**src/rtl/vector_stream_memory.sv**
```systemverilog
// vector_stream_memory: multi-vector operand store for the dot-product datapath.
// Elements are written one at a time. A per-vector "loaded" bitmap tracks which
// vectors are complete. On request, a whole vector streams out one element per
// cycle, with a last flag and downstream backpressure.
//
// Ports
//   clk, rst_n                      clock, synchronous active-low reset
//   wr_valid/wr_ready               element write handshake
//   wr_vec, wr_elem                 write target (vector, element); out-of-range writes are dropped
//   wr_data, wr_last                element value; wr_last marks the vector complete
//   rd_req_valid/rd_req_ready       stream request handshake
//   rd_req_vec                      vector to stream
//   rd_err                          one-cycle pulse when an unloaded/out-of-range vector is requested
//   out_valid/out_ready             stream element handshake
//   out_data, out_elem, out_last    element value, its index, last-element flag
//   vec_loaded                      per-vector completion bitmap
module vector_stream_memory #(
    parameter int unsigned DATA_WIDTH  = 8,
    parameter int unsigned VEC_LEN     = 8,
    parameter int unsigned NUM_VECTORS = 4,
    parameter int unsigned VEC_W       = (NUM_VECTORS > 1) ? $clog2(NUM_VECTORS) : 1,
    parameter int unsigned ELEM_W      = $clog2(VEC_LEN)
) (
    input  logic                   clk,
    input  logic                   rst_n,
    input  logic                   wr_valid,
    output logic                   wr_ready,
    input  logic [VEC_W-1:0]       wr_vec,
    input  logic [ELEM_W-1:0]      wr_elem,
    input  logic [DATA_WIDTH-1:0]  wr_data,
    input  logic                   wr_last,
    input  logic                   rd_req_valid,
    output logic                   rd_req_ready,
    input  logic [VEC_W-1:0]       rd_req_vec,
    output logic                   rd_err,
    output logic                   out_valid,
    input  logic                   out_ready,
    output logic [DATA_WIDTH-1:0]  out_data,
    output logic [ELEM_W-1:0]      out_elem,
    output logic                   out_last,
    output logic [NUM_VECTORS-1:0] vec_loaded
);

    localparam int unsigned DEPTH  = NUM_VECTORS * VEC_LEN;
    localparam int unsigned ADDR_W = (DEPTH > 1) ? $clog2(DEPTH) : 1;
    localparam int unsigned PTR_W  = $clog2(VEC_LEN + 1);

    typedef enum logic {
        IDLE   = 1'b0,
        STREAM = 1'b1
    } state_t;

    state_t                  state;
    logic [VEC_W-1:0]        cur_vec;
    logic                    cur_oor;
    logic [PTR_W-1:0]        ptr;
    logic [DATA_WIDTH-1:0]   mem [DEPTH];

    logic                    wr_fire;
    logic                    wr_in_range;
    logic [ADDR_W-1:0]       wr_addr;
    logic                    req_fire;
    logic                    req_oor;
    logic                    req_loaded;
    logic                    adv;
    logic [VEC_W-1:0]        fetch_vec;
    logic [PTR_W-1:0]        fetch_ptr;
    logic                    fetch_ok;
    logic [ADDR_W-1:0]       fetch_addr;
    logic [DATA_WIDTH-1:0]   fetch_data;

    // Handshake decode, address generation and array read port.
    always_comb begin
        // rst_n gate keeps a write from landing on the first reset edge,
        // while wr_ready still shows its pre-reset value.
        wr_fire     = wr_valid && wr_ready && rst_n;
        wr_in_range = (32'(wr_vec) < NUM_VECTORS) && (32'(wr_elem) < VEC_LEN);
        wr_addr     = '0;
        if (wr_in_range) begin
            wr_addr = ADDR_W'(32'(wr_vec) * VEC_LEN + 32'(wr_elem));
        end

        req_fire   = (state == IDLE) && rd_req_valid && rd_req_ready;
        req_oor    = 32'(rd_req_vec) >= NUM_VECTORS;
        req_loaded = !req_oor && vec_loaded[rd_req_vec];
        adv        = !out_valid || out_ready;

        // In IDLE the read port looks at element 0 of the requested vector so
        // the first element is presented right after the accepting edge.
        fetch_vec  = (state == IDLE) ? rd_req_vec : cur_vec;
        fetch_ptr  = (state == IDLE) ? '0 : ptr;
        fetch_ok   = ((state == IDLE) ? !req_oor : !cur_oor) && (32'(fetch_ptr) < VEC_LEN);
        fetch_addr = '0;
        if (fetch_ok) begin
            fetch_addr = ADDR_W'(32'(fetch_vec) * VEC_LEN + 32'(fetch_ptr));
        end
        // Out-of-range vectors stream zeros.
        fetch_data = fetch_ok ? mem[fetch_addr] : '0;
    end

    // Storage array; not reset. Read sees the pre-write value on a same-cycle collision.
    always_ff @(posedge clk) begin
        if (wr_fire && wr_in_range) begin
            mem[wr_addr] <= wr_data;
        end
    end

    // Write-side status and read FSM with registered outputs.
    always_ff @(posedge clk) begin
        if (!rst_n) begin
            state        <= IDLE;
            ptr          <= '0;
            cur_vec      <= '0;
            cur_oor      <= 1'b0;
            wr_ready     <= 1'b0;
            rd_req_ready <= 1'b0;
            rd_err       <= 1'b0;
            out_valid    <= 1'b0;
            out_data     <= '0;
            out_elem     <= '0;
            out_last     <= 1'b0;
            vec_loaded   <= '0;
        end else begin
            wr_ready <= 1'b1;
            rd_err   <= 1'b0;

            // A partial rewrite invalidates the vector until its last element lands.
            if (wr_fire && wr_in_range) begin
                vec_loaded[wr_vec] <= wr_last;
            end

            case (state)
                IDLE: begin
                    rd_req_ready <= 1'b1;
                    if (req_fire) begin
                        rd_err       <= !req_loaded;
                        cur_vec      <= rd_req_vec;
                        cur_oor      <= req_oor;
                        rd_req_ready <= 1'b0;
                        state        <= STREAM;
                        // Element 0 is issued on the accepting edge; ptr continues from 1.
                        out_data     <= fetch_data;
                        out_elem     <= '0;
                        out_last     <= 1'b0;
                        out_valid    <= 1'b1;
                        ptr          <= PTR_W'(1);
                    end
                end
                STREAM: begin
                    if (adv) begin
                        if (32'(ptr) < VEC_LEN) begin
                            out_data  <= fetch_data;
                            out_elem  <= ELEM_W'(ptr);
                            out_last  <= (32'(ptr) == VEC_LEN - 1);
                            out_valid <= 1'b1;
                            ptr       <= ptr + PTR_W'(1);
                        end else begin
                            // All elements issued, so adv here is the last element's handshake.
                            out_valid    <= 1'b0;
                            rd_req_ready <= 1'b1;
                            ptr          <= '0;
                            state        <= IDLE;
                        end
                    end
                end
                default: state <= IDLE;
            endcase
        end
    end

endmodule

```
**config.mk**
```make
export PLATFORM = sky130hd
export DESIGN_NAME = vector_stream_memory
export DESIGN_NICKNAME = d
export VERILOG_FILES = /design/src/rtl/vector_stream_memory.sv
export SDC_FILE = /design/constraint.sdc
export NUM_CORES = 1
export LEC_CHECK = 0
export ABC_AREA = 1
export ABC_CLOCK_PERIOD_IN_PS = 1700
export BUFFER_PORTS_ARGS = -buffer_cell sky130_fd_sc_hd__buf_2
export CORE_MARGIN = 1.5
export CORE_UTILIZATION = 50
export DETAILED_ROUTE_END_ITERATION = 8
export GPL_TIMING_DRIVEN = 0
export PLACE_DENSITY = 0.66
export SYNTH_ARGS = -nofsm -noshare
export SYNTH_HDL_FRONTEND = slang
export SYNTH_SLANG_ARGS = --single-unit
```
**constraint.sdc**
```tcl
create_clock -name clk -period 1.7 [get_ports clk]
set_input_delay 0.17 -clock clk [delete_from_list [all_inputs] [get_ports clk]]
set_output_delay 0.17 -clock clk [all_outputs]
set_load 0.1 [all_outputs]
```
==> results.toml <==
[run_status]
status = "finished with violations"
violations = "negative setup slack"

[finish]
utilization_pct = 66.1
area_delta_synth_final_pct = 28.8
nFillCells = 1590
finalNetCount = 1179
diodes = 0
post-route-cell-area_um2 = 15100
layout-drive-gt1-share_pct = 30.9

[route]
wl_met3_mm = 3.14
wl_per_cell_um = 21.8
ant_nets = 0
m1WireLength_mm = 13.1
dr_total_vias = 8571
drtPass1Iterations = 5
wl_mm = 32.5
drc = 0
avgViaCountPerCell = 5.75
met2_length_mm = 15.2
drtIter0Drc = 946
dr.max_layer_used = "met4"

[logic_synthesis]
yosysWarnings = 0
synth.most_common_cell = "nand2_1"
ys_ff_latch = 283
synthCells = 1039
ys_seq_area_share_pct = 70.4
ys_top_cells_by_count = "nand2_1 (277), edfxtp_1 (256), nand3_1 (253)"
synth_top_area_share_pct = 65.8
synthFlopType = "edfxtp_1"
syn_nets = 1061
synth_top_area_cell = "edfxtp_1"
ys_types = 31
synth_area_um2 = 11700
synth-edff-count = 256
ys_async_sr_fraction_pct = 0
synthTopCellsByArea = "edfxtp_1 (66%), nand3_1 (11%), nand2_1 (8.9%)"
syn_avg_cell_area_um2 = 11.3

[worst_setup_path]
start_kind = "register"
end_kind = "register"
crit_required_ps = 2140
cp_max_fo = 7
cp.arrival_ps = 2200
crit_type = "register to register"

[clock_network]
cts_buffers = 28
insertion_delay_ps = 540
htreeDepth = 1
clock-sinks = 283
clock_tree.buffer_depth = 3
cts_root_buffer = "clkbuf_16"
path_clk_slew_ps = 60
cts_tree = "built"

[floorplanning]
start_util_pct = 51.3
pin_count = 41
core_area_um2 = 22800
fp.dieH_um = 156
fp.dieW_um = 156
die_area_um2 = 24300
rows = 55

[sta]
whs_ps = 114
relSlewSlack_pct = 49.0
hold_violations = 0
worst_slew_pin_slew_ps = 764
rsz0062_at_grt = "yes"
fin_crit_sh_pct = 104
slew_violations = 0
finClkSkew_ps = 12.2
fin_ws_ps = -67.0
setup_viol = 8
fin_crit_ps = 1770
fmax_mhz = 566

[power_and_ir_drop]
power_frac_clock_pct = 39.3
switching_share_pct = 24.8
p_per_area_nw_per_um2 = 1030
pwr-share-comb_pct = 11.1
switching_power_mw = 3.84
internal_power_mw = 11.7
power_mw = 15.5
ir_worst_vdd_mv = 0.655
cellLeakagePower_nw = 5.54
p_seq_share_pct = 49.6

[worst_hold_path]
hold_class = "input port to register"

[global_route]
grt_use_total_pct = 26.6
grt_max_degree = 33
gr-total-overflow = 0
grt_first_pass_wirelength_mm = 48.0
grt_antenna_before_repair = 0
grt_pass1_vias = 8294

[placement]
gp_congestion = 0.970
dp_hpwl_mm = 19.3
portBuffers = 40
place_area_um2 = 12300
dp_worst_setup_slack_ps = -909

[job]
drv_cap = 0
==> registers in the layout, summed over array words and instances, names as in the netlist <==
name	count
out_data	8
rd_req_ready	1
wr_ready	1
state	1
out_valid	1
cur_vec	2
ptr	4
vec_loaded	4
mem	256
out_elem	3
rd_err	1
out_last	1
==> layer usage <==
layer / track usage (%) / vias up
li1: - / 3909
met1: 37.3 / 4121
met2: 42.1 / 461
met3: 4.33 / 80
met4: 10.0 / 0
met5: 0 / -
==> power by group through the flow <==
stage	Sequential (mW)	Clock, mW	Combinational (mW)
floorplan	8.11	0	0.605
global placement	7.83	0	1.32
detailed placement	7.83	0	1.34
CTS	7.69	6.11	1.52
global route	7.69	6.37	1.83
finish	7.69	6.09	1.73
==> cell usage in the layout, fill, tap and decap left out, types with 31 or more instances in the layout <==
cell / Yosys / final
buf_2: 20 / 45
inv_1: 45 / 44
nor2_4: 1 / 34
nand3_1: 253 / 129
nand3_2: 1 / 101
edfxtp_1: 256 / 256
clkbuf_16: 0 / 31
nand2_1: 277 / 275
buf_4: 19 / 41
==> path summary, 6_finish.rpt <==
kind | slack, ps | endpoint | startpoint | cells past startpoint
hold reg to reg | 480 | out_last | out_last | 2
hold / removal | 110 | vec_loaded[3] | wr_valid | 5
setup reg to reg | -70 | out_data[2] | state | 12
setup / recovery | -70 | out_data[2] | state | 12
==> logic make-up (layout without fill, tap and decap cells) <==
family                     after synthesis  count (layout)  synth area share, %
buffers and inverters                  112             251                 4.55
AOI/OAI and AO/OA                       36              36                 1.82
adders and majority gates                1               1                0.107
DFF                                    283             283                 70.4
and+or+nand+nor                        607             607                 23.1
==> timing repair <==
item,4_1_cts,5_1_grt
setup buffers,34,4
gates resized for setup,172,129
setup endpoints to repair,266,18
pin swaps,17,50
cloned,3,2
hold buffers,8,0
hold endpoints to repair,8,0
==> area by class of cell <==
| cell class | count | area, um2 | share of cell area (%) |
|---|---|---|---|
| Timing Repair Buffer | 91 | 782 | 5.19 |
| Clock inverter | 18 | 158 | 1.05 |
| Tap cell | 313 | 392 | 2.60 |
| Buffer | 56 | 513 | 3.41 |
| Clock buffer | 33 | 741 | 4.92 |
| Sequential cell | 283 | 8240 | 54.8 |
| Multi-Input combinational cell | 644 | 4010 | 26.7 |
| Inverter | 53 | 214 | 1.42 |
==> per-stage QoR <==
stage               setup TNS (ps)  cells
floorplan                   -30170   1039
global placement           -212410   1392
detailed placement         -213660   1392
CTS                           -127   1486
global route                  -699   1491
finish                        -281   1491
==> critical path, stage by stage, from the launching register on <==
cell and delay, ps:
dfxtp_2 330, buf_8 140, nand3_4 170, inv_4 130, buf_12 160, buf_12 140
nand3_2 110, nand3_2 120, nand3_2 80, nand3_1 90, nand3_1 80, nand2_1 60
inv_1 30
No activity file was read; power rests on OpenSTA's default activity.
